## config.mk

```make
export PLATFORM = sky130hd
export DESIGN_NAME = branch_unit
export DESIGN_NICKNAME = d
export VERILOG_FILES = /design/src/rtl/branch_unit.sv
export SDC_FILE = /design/constraint.sdc
export NUM_CORES = 1
export LEC_CHECK = 0
export ABC_AREA = 0
export CAP_MARGIN = 25
export CORE_AREA = 2 2 267 269
export DETAILED_ROUTE_END_ITERATION = 12
export DIE_AREA = 0 0 269 271
export GPL_TIMING_DRIVEN = 0
export PLACE_DENSITY_LB_ADDON = 0.05
export SLEW_MARGIN = 30
export SYNTH_ARGS = -nofsm -noshare
export SYNTH_HDL_FRONTEND = slang
export SYNTH_SLANG_ARGS = --single-unit
export TNS_END_PERCENT = 20
```

## constraint.sdc

```tcl
create_clock -name clk -period 2.85 [get_ports clk]
set_clock_uncertainty 0.15 [all_clocks]
set_input_delay 0.7125 -clock clk [delete_from_list [all_inputs] [get_ports clk]]
set_output_delay 0.7125 -clock clk [all_outputs]
set_load 0.02 [all_outputs]
```

## src/rtl/branch_unit.sv

```systemverilog
// Branch-control unit: owns the N/Z flag register, the jump-target LUT and a
// circular return-address stack, and drives the program counter's branch controls.
module branch_unit #(
    parameter int D        = 12,
    parameter int LUT_AW   = 5,
    parameter int RS_DEPTH = 4
) (
    input  logic              clk,
    input  logic              reset,
    input  logic [D-1:0]      progCtr,
    input  logic              instValid,
    input  logic [2:0]        brOp,
    input  logic              brFlagSel,
    input  logic              brInvert,
    input  logic [LUT_AW-1:0] brIdx,
    input  logic              aluFlagWe,
    input  logic              aluNgtv,
    input  logic              aluZero,
    input  logic              lutWe,
    input  logic [LUT_AW-1:0] lutWaddr,
    input  logic [D-1:0]      lutWdata,
    output logic              ctrlBranchFlag,
    output logic              ctrlBranchInvert,
    output logic              ctrlRelBranch,
    output logic              ctrlAbsBranch,
    output logic              flagNgtv,
    output logic              flagZero,
    output logic [D-1:0]      target,
    output logic              rsOverflow,
    output logic              rsUnderflow
);

    localparam int LUT_N = 1 << LUT_AW;
    localparam int RS_PW = $clog2(RS_DEPTH);
    localparam int RS_CW = $clog2(RS_DEPTH + 1);

    localparam logic [2:0] OP_CREL = 3'd1;
    localparam logic [2:0] OP_CABS = 3'd2;
    localparam logic [2:0] OP_CALL = 3'd3;
    localparam logic [2:0] OP_RET  = 3'd4;
    localparam logic [2:0] OP_JMP  = 3'd5;

    logic             flag_n;
    logic             flag_z;
    logic [D-1:0]     lut [LUT_N];
    logic [D-1:0]     stack [RS_DEPTH];
    logic [RS_PW-1:0] sp;
    logic [RS_CW-1:0] count;
    logic             overflow;
    logic             underflow;

    logic             is_crel;
    logic             is_cabs;
    logic             is_call;
    logic             is_ret;
    logic             is_jmp;
    logic             stack_empty;
    logic             stack_full;
    logic [RS_PW-1:0] top_idx;
    logic [D-1:0]     top_data;
    logic [D-1:0]     lut_rd;
    logic [D-1:0]     ret_addr;

    // ---- decode ----
    always_comb begin
        is_crel     = instValid && (brOp == OP_CREL);
        is_cabs     = instValid && (brOp == OP_CABS);
        is_call     = instValid && (brOp == OP_CALL);
        is_ret      = instValid && (brOp == OP_RET);
        is_jmp      = instValid && (brOp == OP_JMP);
        stack_empty = (count == '0);
        stack_full  = (count == RS_CW'(RS_DEPTH));
        top_idx     = sp - RS_PW'(1);
        top_data    = stack[top_idx];
        lut_rd      = lut[brIdx];
        ret_addr    = progCtr + D'(1);
    end

    // ---- branch controls to the PC (zero latency) ----
    // Unconditional ops select Z and invert with ~Z so the PC's condition is always 1.
    always_comb begin
        ctrlRelBranch    = 1'b0;
        ctrlAbsBranch    = 1'b0;
        ctrlBranchFlag   = 1'b0;
        ctrlBranchInvert = 1'b0;
        target           = lut_rd;
        flagNgtv         = flag_n;
        flagZero         = flag_z;
        rsOverflow       = overflow;
        rsUnderflow      = underflow;
        if (is_crel || is_cabs) begin
            ctrlRelBranch    = is_crel;
            ctrlAbsBranch    = is_cabs;
            ctrlBranchFlag   = brFlagSel;
            ctrlBranchInvert = brInvert;
        end else if (is_call || is_ret || is_jmp) begin
            ctrlAbsBranch    = 1'b1;
            ctrlBranchInvert = ~flag_z;
            if (is_ret) begin
                target = stack_empty ? '0 : top_data;
            end
        end
        if (!reset) begin
            ctrlRelBranch    = 1'b0;
            ctrlAbsBranch    = 1'b0;
            ctrlBranchFlag   = 1'b0;
            ctrlBranchInvert = 1'b0;
            target           = '0;
            flagNgtv         = 1'b0;
            flagZero         = 1'b0;
            rsOverflow       = 1'b0;
            rsUnderflow      = 1'b0;
        end
    end

    // ---- flag register ----
    always_ff @(posedge clk) begin
        if (!reset) begin
            flag_n <= 1'b0;
            flag_z <= 1'b0;
        end else if (aluFlagWe) begin
            flag_n <= aluNgtv;
            flag_z <= aluZero;
        end
    end

    // ---- target LUT ----
    always_ff @(posedge clk) begin
        if (!reset) begin
            for (int i = 0; i < LUT_N; i++) begin
                lut[i] <= '0;
            end
        end else if (lutWe) begin
            lut[lutWaddr] <= lutWdata;
        end
    end

    // ---- return stack ----
    // sp is the next write slot; when full it points at the oldest entry, so a push
    // there overwrites it and the buffer rolls over without moving data.
    always_ff @(posedge clk) begin
        if (!reset) begin
            for (int i = 0; i < RS_DEPTH; i++) begin
                stack[i] <= '0;
            end
            sp        <= '0;
            count     <= '0;
            overflow  <= 1'b0;
            underflow <= 1'b0;
        end else if (is_call) begin
            stack[sp] <= ret_addr;
            sp        <= sp + RS_PW'(1);
            if (stack_full) begin
                overflow <= 1'b1;
            end else begin
                count <= count + RS_CW'(1);
            end
        end else if (is_ret) begin
            if (stack_empty) begin
                underflow <= 1'b1;
            end else begin
                sp    <= top_idx;
                count <= count - RS_CW'(1);
            end
        end
    end

endmodule

```

Yosys cells after proc, flatten, opt, wreduce, memory -nomap -nowiden
Memories as Yosys holds them, arrays and structs flattened.
Cells that the tools add are included.

storage, ports and cells
  memories kept = 2
  output and inout port bits = 20
  word-level logic and storage cells = 78
  register bits = 9
  RAM bits = 432
  input bits = 46

memory list
  name   depth  bits a word  rd ports  clocked after memory_dff  write ports  RTL line  text
  lut    32     12           1         0                         32           45        logic [D-1:0] lut [LUT_N];
  stack  4      12           1         0                         4            46        logic [D-1:0] stack [RS_DEPTH];

operators by class
  muxes and demuxes = 39
  bitwise logic cells = 2
  reductions and logical operators = 16
  equality and inequality tests = 8
  add/subtract/negate cells = 5

operators with widths
  kind                                                  number
  two-way mux 12 bit                                    7
  OR reduction 12 bit                                   2
  two-way mux 1 bit                                     23
  adder 12 x 1 -> 12 bit (second input constant)        1
  two-way mux 3 bit                                     4
  equality test 3 bit (second input constant)           3
  two-way mux 2 bit                                     4
  equality test 3 x 2 -> 1 bit (second input constant)  2
  AND reduction 3 bit                                   2
  logical AND 1 bit                                     5
  two-way mux 5 bit                                     1
  inequality test 2 bit (second input constant)         2
  AND reduction 2 bit                                   2
  adder 3 x 1 -> 3 bit (second input constant)          1
  equality test 3 x 1 -> 1 bit (second input constant)  1
  zero test 3 bit                                       1
  logical OR 1 bit                                      3
  subtractor 3 x 1 -> 3 bit (second input constant)     1
  adder 2 x 1 -> 2 bit (second input constant)          1
  inverter 1 bit                                        2
  nonzero test 2 bit                                    1
  subtractor 2 x 1 -> 2 bit (second input constant)     1

Longest topological paths before layout
  depth in word-level cells = 7
  mapped depth = 8
  gate-level depth less buffers = 6

Least setup slack after synthesis
Ideal clock, no wire load.

  path type = input -> output
  start point = input brIdx[1]
  end point = output target[0]
  cell stages on the path = 8
  buffers on the path = 4
  path slack = -0.348 ns
  arrival = 2.336 ns
  required time = 1.987 ns
  path through = buf_6 -> buf_12 -> buf_12 -> buf_6 -> mux2i_1 -> a211oi_1 -> a31oi_1 -> a311oi_1

on the way
  longest elaborated chain between the ends = 5

ends and longest elaborated chain
  element                   RTL line  text
  start: declaration        15        input logic [LUT_AW-1:0] brIdx,
  memory (32 x 12 bit) (*)  n/a
  two-way mux 12 bit        99        if (is_ret) begin
  two-way mux 12 bit        96        end else if (is_call || is_ret || is_jmp) begin
  two-way mux 12 bit (*)    91        if (is_crel || is_cabs) begin
  two-way mux 12 bit (*)    103       if (!reset) begin
  end: declaration          28        output logic [D-1:0] target,

Every way passes the cells marked *; elsewhere a longest branch is shown, timed or not.

Final worst setup path
  start point = input brIdx[1]
  end point = output target[10]

Same word-level chain as after synthesis.

==> results.py <==
metrics = {
    "run_status": {
        "run_status": "finished, violations left",
        "failed_checks": "setup timing",
    },
    "global_route": {
        "global_route_wire_length_before_repair_mm": 107,
        "globalRouteTotalUtil_pct": 21.2,
        "largest_net_degree_at_the_start_of_global_routing": 14,
        "overflow": 0,
        "antenna_found_initial": 6,
        "first_global_vias": 13400,
    },
    "power_and_ir_drop": {
        "max-vdd-ir-drop_mv": 0.475,
        "net-switching-power_mw": 3.92,
        "p_comb_share_pct": 10.8,
        "sequential_power_share_pct": 46.9,
        "power-per-cell-area_nw_per_um2": 614,
        "power_switching_share_pct": 24.4,
        "leakage_nw": 9.09,
        "pwr-share-clk_pct": 42.4,
        "cellInternalPower_mw": 12.2,
    },
    "critical_path": {
        "worst-path-buf-inv": 5,
        "timing.setup.critical_path_class": "primary input to primary output",
        "critical_path.max_stage_delay_ns": 0.58,
        "timing.critical_path.from_type": "primary input",
        "worstPathCellList": "buf_12 > buf_16 > buf_16 > buf_12 > mux4_2 > mux2i_4 > o22a_1 > o211ai_1 > buf_4",
        "worst-endpoint-arrival_ns": 2.69,
        "critical_path.max_fanout": 6,
        "worst_setup_ep_type": "primary output",
        "path_delay_family": "multiplexers",
        "worst-endpoint-required_ns": 1.99,
        "timing.critical_path.slowest_stage_cell": "sky130_fd_sc_hd__mux4_2",
    },
    "floorplan": {
        "die-width_um": 269,
        "die_h_um": 271,
        "initial_standard_cell_utilization_of_the_core_pct": 29.8,
        "floorplan.die_area_sq_um": 72900,
        "io-pin-count": 66,
        "rows": 97,
        "placeableCoreArea_sq_um": 69800,
    },
    "synth": {
        "dominantRegCellSynth": "sky130_fd_sc_hd__edfxtp_1",
        "ys_seq_area_share_pct": 63.2,
        "mappedNetlistNets": 1489,
        "yosys_register_bits": 441,
        "postSynthCellCount": 1441,
        "synth-edff-count": 432,
        "synth_area_sq_um": 20800,
        "post_synth_num_cell_types": 62,
        "synth_async_sr_flop_share_pct": 0,
        "synth-warning-count": 0,
        "synthesized_area_divided_by_synthesized_cell_count_sq_um": 14.4,
    },
    "routing": {
        "post_route_ant_nets": 0,
        "drc_errors": 0,
        "via_count": 13000,
        "drt_wl_total_mm": 76.2,
        "dr.pass1.iters": 4,
        "drt_first_iter_violations": 1094,
        "wl_per_cell_um": 29.1,
        "vias_per_cell": 4.95,
    },
    "sta": {
        "finalSetupTns_ns": -7.80,
        "finalSetupViolCount": 22,
        "tightest_slew_ns": 1.07,
        "max_freq_mhz": 281,
        "min_period_ns": 3.56,
        "finalMaxSlewViolations": 0,
        "relSlewSlack_pct": 28.7,
        "rsz0062_at_grt": "yes",
        "hold_violations": 0,
        "layout_worst_path_cycle_share_pct": 125,
        "layout_setup_ws_ns": -0.706,
    },
    "placed_design": {
        "dpl_cell_area_sq_um": 23200,
        "detailed_place_hpwl_mm": 52.7,
        "gp_congestion": 0.790,
        "place.port_buffers": 61,
    },
    "job": {
        "drv_cap": 0,
    },
    "cells_and_area": {
        "final_net_count": 1677,
        "drive_gt1_share_pct": 24.6,
        "areaGrowthSynthToFinish_pct": 25.8,
        "final_design_area_excluding_fillers_sq_um": 26200,
    },
    "clock_tree": {
        "cts-root-buf": "sky130_fd_sc_hd__clkbuf_16",
        "cts-buffers-inserted": 53,
        "numClockSinks": 441,
        "cts_buffer_depth": 3,
        "clock_insertion_delay_worst_skew_ns": 0.61,
        "cts.clk_slew.worst_paths_ns": 0.06,
        "h-tree-depth": 2,
        "tritoncts": "done",
    },
    "min_path": {
        "hold_path_class": "flop to flop",
    },
}
## final cells by class
cell class,count,area [sq um]
diodes,3,7.51
clock buffers,77,1510
plain buffers,132,1050
clock inverters,21,204
repair buffers,136,1450
multi-input cells,855,7570
flip-flops and latches,441,13200
well taps,940,1180
inverters,10,46.3
fillers,6668,43600
## sequential cells by signal, indices dropped and copies added (netlist names)
signal,flops
sp,2
count,3
overflow,1
underflow,1
lut,384
flag_n,1
flag_z,1
stack,48
## stage by stage
stage          std cells  total power, mW  util, %  setup slack (ns)  hold slack (ns)
6_report            2615             16.1     37.5            -0.706            0.331
5_1_grt             2612             16.6     37.5            -0.736            0.361
4_1_cts             2608             16.2     37.4            -0.712            0.326
3_5_place_dp        2470             9.18     33.2             -2.81            0.308
3_3_place_gp        2442             9.12     32.5             -2.83            0.304
2_1_floorplan       1441             8.39        -            -0.211            0.278
## cells in the mapped netlist (6+ instances only)
library cell               number  share of area (%)
sky130_fd_sc_hd__nor3b_1        7               0.25
sky130_fd_sc_hd__mux4_2        91                9.8
sky130_fd_sc_hd__edfxtp_1     432                 62
sky130_fd_sc_hd__nor3_1        11               0.26
sky130_fd_sc_hd__o22a_1         6               0.25
sky130_fd_sc_hd__nand2_1       26               0.47
sky130_fd_sc_hd__a22oi_1       14               0.51
sky130_fd_sc_hd__a211oi_1       6               0.22
sky130_fd_sc_hd__a21o_1         6               0.22
sky130_fd_sc_hd__o21ai_0       39               0.94
sky130_fd_sc_hd__and2_1       391                 12
sky130_fd_sc_hd__clkbuf_1     104                1.9
sky130_fd_sc_hd__o211ai_1       6               0.22
sky130_fd_sc_hd__xnor2_1        6               0.25
sky130_fd_sc_hd__a221o_1        6               0.29
sky130_fd_sc_hd__buf_4          9               0.32
sky130_fd_sc_hd__mux2i_1       41                2.0
sky130_fd_sc_hd__buf_6          6               0.32
sky130_fd_sc_hd__or3_1         10               0.30
sky130_fd_sc_hd__a21oi_1       26               0.63
sky130_fd_sc_hd__nand3_1        6               0.14
sky130_fd_sc_hd__nor2_1        79                1.4
sky130_fd_sc_hd__inv_1          9               0.16
sky130_fd_sc_hd__buf_2          8               0.19
sky130_fd_sc_hd__dfxtp_1        9               0.87
## repair_timing
action,in CTS,in global routing
hold buffers,0,0
gates cloned,6,0
pin swaps,30,14
resized for setup,242,37
buffers inserted,39,5
setup endpoints to repair,587,290
hold endpoints to repair,0,0
## worst min-delay path, stage by stage, from the launching register on
cell,delay (ns)
sky130_fd_sc_hd__dfxtp_1,0.33
sky130_fd_sc_hd__a21oi_1,0.04
sky130_fd_sc_hd__nor2_1,0.07
## cell families after synthesis
| kind of cell | after synthesis | synth area share (%) |
|---|---|---|
| buffers and inverters | 145 | 3.28 |
| XOR/XNOR | 9 | 0.379 |
| AO/OA/AOI/OAI | 137 | 4.53 |
| adder cells (fa/ha/maj) | 2 | 0.156 |
| flip-flops | 441 | 63.2 |
| AND/OR/NAND/NOR | 567 | 15.9 |
| multiplexers | 140 | 12.5 |
## final timing paths
kind / start / endpoint / slack, ns / cells after the start
worst max register to register: sp[1] / stack[2][4] / 0.26 / 4
worst max-delay path: brIdx[1] / target[10] / -0.71 / 9
worst min register to register: underflow / underflow / 0.33 / 2
worst min-delay path: underflow / underflow / 0.33 / 2
## placed cells by master (no fill, tap or decap), drive strengths merged, types with 16 or more instances in the layout
master,synthesis,routed
buf,31,123
clkinv,1,16
clkdlybuf4s50,0,37
mux4,95,95
edfxtp,432,432
nand2,26,26
o21ai,42,42
a21oi,26,26
nor2,79,79
and2,391,391
mux2i,41,41
clkbuf,104,176
## power groups by stage
stage | sequential, mW | combinational (mW) | clock (mW)
after global routing | 7.56 | 1.82 | 7.21
after floorplan | 7.63 | 0.763 | 0
after detailed placement | 7.67 | 1.52 | 0
final | 7.53 | 1.73 | 6.81
after global placement | 7.68 | 1.44 | 0
after CTS | 7.53 | 1.74 | 6.95
## metal layers
| metal | part of all wire (%) | global-route usage [%] | vias to the layer above |
|---|---|---|---|
| li1 | - | - | 5743 |
| met1 | 44 | 29.7 | 6717 |
| met2 | 47 | 33.5 | 392 |
| met3 | 5.7 | 3.84 | 102 |
| met4 | 2.9 | 6.52 | 0 |
| met5 | 0 | 0 | - |
(Power assumes the default switching activity.)
